===== config.mk =====
export PLATFORM = sky130hd
export DESIGN_NAME = vga_pixel_fetch
export DESIGN_NICKNAME = d
export VERILOG_FILES = /design/src/rtl/vga_pixel_fetch.sv
export SDC_FILE = /design/constraint.sdc
export NUM_CORES = 1
export LEC_CHECK = 0
export ABC_AREA = 1
export BUFFER_PORTS_ARGS = -buffer_cell sky130_fd_sc_hd__buf_2
export CAP_MARGIN = 10
export CORE_ASPECT_RATIO = 0.5
export CORE_MARGIN = 5
export CORE_UTILIZATION = 58
export CTS_CLUSTER_DIAMETER = 60
export DETAILED_ROUTE_END_ITERATION = 12
export PLACE_DENSITY = 0.84
export REMOVE_ABC_BUFFERS = 1
export SYNTH_ARGS = -nofsm -noshare
export SYNTH_HDL_FRONTEND = slang
export SYNTH_SLANG_ARGS = --single-unit

===== constraint.sdc =====
create_clock -name clk_25 -period 3.01 [get_ports clk_25]
set_input_delay 0.4515 -clock clk_25 [delete_from_list [all_inputs] [get_ports clk_25]]
set_output_delay 0.4515 -clock clk_25 [all_outputs]
set_load 0.1 [all_outputs]

===== src/rtl/vga_pixel_fetch.sv =====
// Purpose : pixel fetch stage behind the VGA timing generator; reads a 160x120 RGB332
//           framebuffer sequentially and drives 4-bit colour plus delayed syncs.
// Latency : syncs and colour leave 2 clock edges after h_sync_in/v_sync_in/bright_in.
// Backpressure: none; this is a free-running video pipe paced by bright_in.
//
// Optional feature: define VGA_TEST_PATTERN_EN to add the test_mode input and an
// 8-bar colour pattern that replaces framebuffer data when test_mode=1.
//
// Ports:
//   clk_25                pixel clock (single domain)
//   reset                 synchronous, active-high reset
//   h_sync_in, v_sync_in  active-low syncs from the timing generator
//   bright_in             active-window flag from the timing generator
//   fb_rd_en, fb_addr     framebuffer read strobe and address (registered)
//   fb_data               RGB332 pixel, valid the cycle after fb_rd_en
//   vga_r/g/b             4-bit colour, forced to 0 outside the active window
//   h_sync, v_sync        syncs delayed to line up with colour
//   frame_done            one-cycle pulse when the last framebuffer pixel is fetched
//   line_err              sticky flag: some line had active length != H_RES
//   test_mode             colour-bar select (VGA_TEST_PATTERN_EN builds only)
module vga_pixel_fetch #(
    parameter int H_RES  = 160,
    parameter int V_RES  = 120,
    parameter int ADDR_W = 15
) (
    input  logic              clk_25,
    input  logic              reset,
    input  logic              h_sync_in,
    input  logic              v_sync_in,
    input  logic              bright_in,
    output logic              fb_rd_en,
    output logic [ADDR_W-1:0] fb_addr,
    input  logic [7:0]        fb_data,
    output logic [3:0]        vga_r,
    output logic [3:0]        vga_g,
    output logic [3:0]        vga_b,
    output logic              h_sync,
    output logic              v_sync,
    output logic              frame_done,
`ifdef VGA_TEST_PATTERN_EN
    input  logic              test_mode,
`endif
    output logic              line_err
);

    localparam int                FRAME_PIX = H_RES * V_RES;
    localparam logic [ADDR_W-1:0] LAST_ADDR = ADDR_W'(FRAME_PIX - 1);
    localparam logic [ADDR_W-1:0] ADDR_ONE  = ADDR_W'(1);
    localparam logic [7:0]        X_LINE    = 8'(H_RES);

    // Fetch-side state
    logic [ADDR_W-1:0] addr_q, addr_d;
    logic [7:0]        x_q, x_d;
    logic              bright_q;
    logic              v_sync_q;
    logic              rd_en_q, rd_en_d;
    logic [ADDR_W-1:0] fb_addr_q, fb_addr_d;
    logic              frame_done_q, frame_done_d;
    logic              line_err_q, line_err_d;

    // Two-stage delay lines that keep syncs and blanking aligned with fb_data
    logic              hs_d1_q, hs_d2_q;
    logic              vs_d1_q, vs_d2_q;
    logic              br_d1_q, br_d2_q;

    logic              vs_fall;

    assign vs_fall = v_sync_q & ~v_sync_in;

    always_comb begin
        addr_d       = addr_q;
        x_d          = x_q;
        rd_en_d      = bright_in;
        fb_addr_d    = fb_addr_q;
        frame_done_d = 1'b0;
        line_err_d   = line_err_q;

        if (bright_in) begin
            fb_addr_d = addr_q;
            // Saturate so an overlong line can never wrap back to a legal length.
            if (x_q != 8'hFF) begin
                x_d = x_q + 8'd1;
            end
            if (addr_q == LAST_ADDR) begin
                addr_d       = '0;
                frame_done_d = 1'b1;
            end else begin
                addr_d = addr_q + ADDR_ONE;
            end
        end

        // Falling edge of bright marks the end of a line.
        if (bright_q && !bright_in) begin
            if (x_q != X_LINE) begin
                line_err_d = 1'b1;
            end
            x_d = '0;
        end

        // Frame start overrides any increment; frame_done above is unaffected.
        if (vs_fall) begin
            addr_d = '0;
        end
    end

    always_ff @(posedge clk_25) begin
        if (reset) begin
            addr_q       <= '0;
            x_q          <= '0;
            bright_q     <= 1'b0;
            v_sync_q     <= 1'b1;
            rd_en_q      <= 1'b0;
            fb_addr_q    <= '0;
            frame_done_q <= 1'b0;
            line_err_q   <= 1'b0;
            hs_d1_q      <= 1'b1;
            hs_d2_q      <= 1'b1;
            vs_d1_q      <= 1'b1;
            vs_d2_q      <= 1'b1;
            br_d1_q      <= 1'b0;
            br_d2_q      <= 1'b0;
        end else begin
            addr_q       <= addr_d;
            x_q          <= x_d;
            bright_q     <= bright_in;
            v_sync_q     <= v_sync_in;
            rd_en_q      <= rd_en_d;
            fb_addr_q    <= fb_addr_d;
            frame_done_q <= frame_done_d;
            line_err_q   <= line_err_d;
            hs_d1_q      <= h_sync_in;
            hs_d2_q      <= hs_d1_q;
            vs_d1_q      <= v_sync_in;
            vs_d2_q      <= vs_d1_q;
            br_d1_q      <= bright_in;
            br_d2_q      <= br_d1_q;
        end
    end

`ifdef VGA_TEST_PATTERN_EN
    // Pixel index travels alongside bright so the bar lines up with its pixel.
    logic [7:0] x_d1_q, x_d2_q;
    logic [2:0] bar;

    always_ff @(posedge clk_25) begin
        if (reset) begin
            x_d1_q <= '0;
            x_d2_q <= '0;
        end else begin
            x_d1_q <= x_q;
            x_d2_q <= x_d1_q;
        end
    end

    assign bar = 3'(x_d2_q / 8'd20);
`endif

    // fb_data arrives together with stage-2 bright, so colour is a gated decode of it.
    always_comb begin
        vga_r = 4'h0;
        vga_g = 4'h0;
        vga_b = 4'h0;
        if (br_d2_q) begin
`ifdef VGA_TEST_PATTERN_EN
            if (test_mode) begin
                vga_r = {4{bar[2]}};
                vga_g = {4{bar[1]}};
                vga_b = {4{bar[0]}};
            end else begin
                vga_r = {fb_data[7:5], fb_data[7]};
                vga_g = {fb_data[4:2], fb_data[4]};
                vga_b = {fb_data[1:0], fb_data[1:0]};
            end
`else
            vga_r = {fb_data[7:5], fb_data[7]};
            vga_g = {fb_data[4:2], fb_data[4]};
            vga_b = {fb_data[1:0], fb_data[1:0]};
`endif
        end
    end

    assign fb_rd_en   = rd_en_q;
    assign fb_addr    = fb_addr_q;
    assign frame_done = frame_done_q;
    assign line_err   = line_err_q;
    assign h_sync     = hs_d2_q;
    assign v_sync     = vs_d2_q;

endmodule


==> results.toml <==
[outcome]
status = "complete, no violations"

[logic_synthesis]
yosys.area.top_type = "dfxtp_1"
syn_inst = 309
async_flop_share_pct = 0
ys_ff_latch = 46
syn_area_sq_um = 2135
synth_top_flop_cell = "dfxtp_1"
seq_area_frac_synth_pct = 43.14
synthTopCellsByArea = "dfxtp_1 43%, nand2_1 13%, inv_1 7.7%"
ys_types = 26
synth_edf_count = 0
yosysTopAreaCellShare_pct = 43.14
ys_warn_count = 0
syn_area_per_cell_sq_um = 6.908

[critical_path]
critPathKind = "flop to output pin"
required_ns = 2.56
max_stage_delay_ns = 0.45
r2r-start = "addr_q[0]$_SDFFE_PP0P_"
crit_fanout = 8
critPathArrivalTime_ns = 1.36
end_kind = "output pin"
startpoint = "br_d2_q$_SDFF_PP0_"
slowest_stage = "dfxtp_1"
crit_chain = "nand2_1, inv_1, buf_2"
cp-start-kind = "flop"

[floorplan]
dieArea_sq_um = 5067
die_h_microns = 52.90
die_x_microns = 95.80
io_pins = 45
rows = 15
start_util_pct = 61.15
core_sq_um = 3491

[finish]
antenna_cells = 0
nets = 365
final_area_sq_um = 2459
drive_above_1_share_pct = 20.57
fill_cells = 284
syn2layout_area_growth_pct = 15.18
final_util_pct = 70.43

[worst_hold_path]
hold_class = "primary input to flop"
holdCritStartpoint = "h_sync_in"

[cts]
tritoncts = "built"
clock_path_buffers = 2
numCtsBuffers = 5
clkTransAtPathRegs_ns = 0.08
cts_max_level = 2
cts_resized = 0
clock_sinks = 46
cts-root-buf = "clkbuf_8"
clk_latency_ns = 0.30
cts_hold_buf = 0
cts_setup_buffers = 0

[timing]
relSlewSlack_pct = 60.49
holdWs_ns = 0.3319
tightest_slew_ns = 0.5927
fin_crit_sh_pct = 60.10
max_freq_mhz = 552.8
rsz0062_at_grt = "false"
slew_violations = 0
setup_viol = 0
finClkSkew_ns = 0.009965
layout_min_cycle_time_ns = 1.809
setup_ws_ns = 1.201
fin_tns_setup_ns = 0
hold_viol_final = 0

[power_and_ir_drop]
p_comb_share_pct = 14.7
switching_share_pct = 29.18
intPower_mw = 0.8863
pwr-share-seq_pct = 50.5
ir_drop_uv = 299.4
p_per_area_nw_per_um2 = 509.0
p_switching_mw = 0.3651
p_leak_nw = 1.155
p_clk_share_pct = 34.8

[drt]
viasPerCell = 5.055
drt_iter0_markers = 107
post_drt_wl_per_cell_microns = 11.96
wirelength_microns = 4796
route.detailed.drc = 0
dr.pass1.iters = 5
antenna_left = 0
vias = 2027

[place]
pre_cts_slack_ns = 1.179
place.gp.congestion = 0.8651
numPortBuffers = 44
place_area_sq_um = 2349
dp_hpwl_microns = 3688

[grt]
grt_start_max_net_pins = 34
overflow = 0
grt_pass1_vias = 1842
track_usage_pct = 20.11
grt_pass1_wl_microns = 7755
grt_antenna_before_repair = 0

[job]
maxCapViolations = 0
Yosys cell counts, types with 2 or more instances:
| cell | instances |
|---|---|
| nand2_1 | 73 |
| dfxtp_1 | 46 |
| inv_1 | 44 |
| nor2_1 | 43 |
| a21oi_1 | 24 |
| nand3_1 | 18 |
| o21ai_0 | 14 |
| nor2_2 | 6 |
| buf_4 | 5 |
| nor3_1 | 5 |
| xor2_1 | 4 |
| ha_1 | 3 |
| nand2_2 | 3 |
| or2_2 | 3 |
| buf_2 | 2 |
| clkbuf_1 | 2 |
| inv_2 | 2 |
| nor2_4 | 2 |
| o21ai_1 | 2 |
| o21ai_2 | 2 |
layout by cell type (no fill, tap or decap):
cell,synthesis,routed
a21oi_2,1,1
a21oi_1,24,24
a211oi_1,1,1
o21ai_2,2,2
xor2_1,4,4
nand4_1,1,1
nor3_1,5,5
o21ai_0,14,14
nand2_1,73,73
dfxtp_1,46,46
nor2_2,6,6
inv_2,2,2
or2_2,3,3
nand3_1,18,18
nor2_1,43,43
buf_2,2,44
ha_1,3,3
nor3_2,1,1
clkbuf_8,0,8
inv_1,44,44
o21ai_1,2,2
nor2_4,2,2
nand2_2,3,3
worst paths after layout:
kind | to | slack, ns | cells after the start
worst min-delay path | hs_d1_q$_SDFF_PP1_ | 0.33 | 2
worst max-delay path | vga_b[3] | 1.20 | 3
worst max register to register | addr_q[8]$_SDFFE_PP0P_ | 1.53 | 8
worst min register to register | h_sync$_SDFF_PP1_ | 0.42 | 1
registers in the layout, summed over array words and instances, names as in the netlist:
signal      flops
vs_d1_q         1
br_d1_q         1
addr_q         15
fb_addr        15
line_err        1
h_sync          1
v_sync          1
br_d2_q         1
x_q             8
frame_done      1
hs_d1_q         1
per-stage QoR:
step / power [mW] / std cells
after detailed placement: 0.8302 / 393
after global routing: 1.298 / 401
after floorplan: 0.7879 / 298
after global placement: 0.8258 / 393
final: 1.251 / 401
after CTS: 1.254 / 401
final cells by class:
type	count	area (sq um)	area share, %
well taps	51	63.81	2.595
multi-input cells	206	970.9	39.49
repair buffers	44	220.2	8.957
inverters	46	172.7	7.023
clock buffers	8	110.1	4.478
flip-flops and latches	46	920.9	37.46
power by group through the flow:
stage	clock, mW	combinational, mW	sequential (mW)
after floorplan	0	0.0679	0.720
after global placement	0	0.180	0.646
after detailed placement	0	0.184	0.646
after CTS	0.438	0.184	0.632
after global routing	0.470	0.193	0.635
final	0.436	0.183	0.632
critical path: cells and delay by family (launching register included):
| kind | cells | cell delay, ns |
|---|---|---|
| flops | 1 | 0.45 |
| buf+inv | 2 | 0.51 |
| simple gates | 1 | 0.09 |
kinds of logic after synthesis:
| kind of cell | after synthesis | synth area share (%) |
|---|---|---|
| compound gates | 44 | 10.96 |
| xor+xnor | 4 | 1.641 |
| fa+ha+maj | 3 | 1.759 |
| buf+inv | 57 | 11.37 |
| flops | 46 | 43.14 |
| simple gates | 155 | 31.13 |
routing by layer:
metal  track usage (%)  up-vias  routed length, microns
li1                  -     1031                       -
met1             22.15      936                    2032
met2             37.51       53                    2373
met3             5.114        7                     329
met4             7.783        0                      60
met5                 0        -                       0
Power figures use the tool's default switching activity.
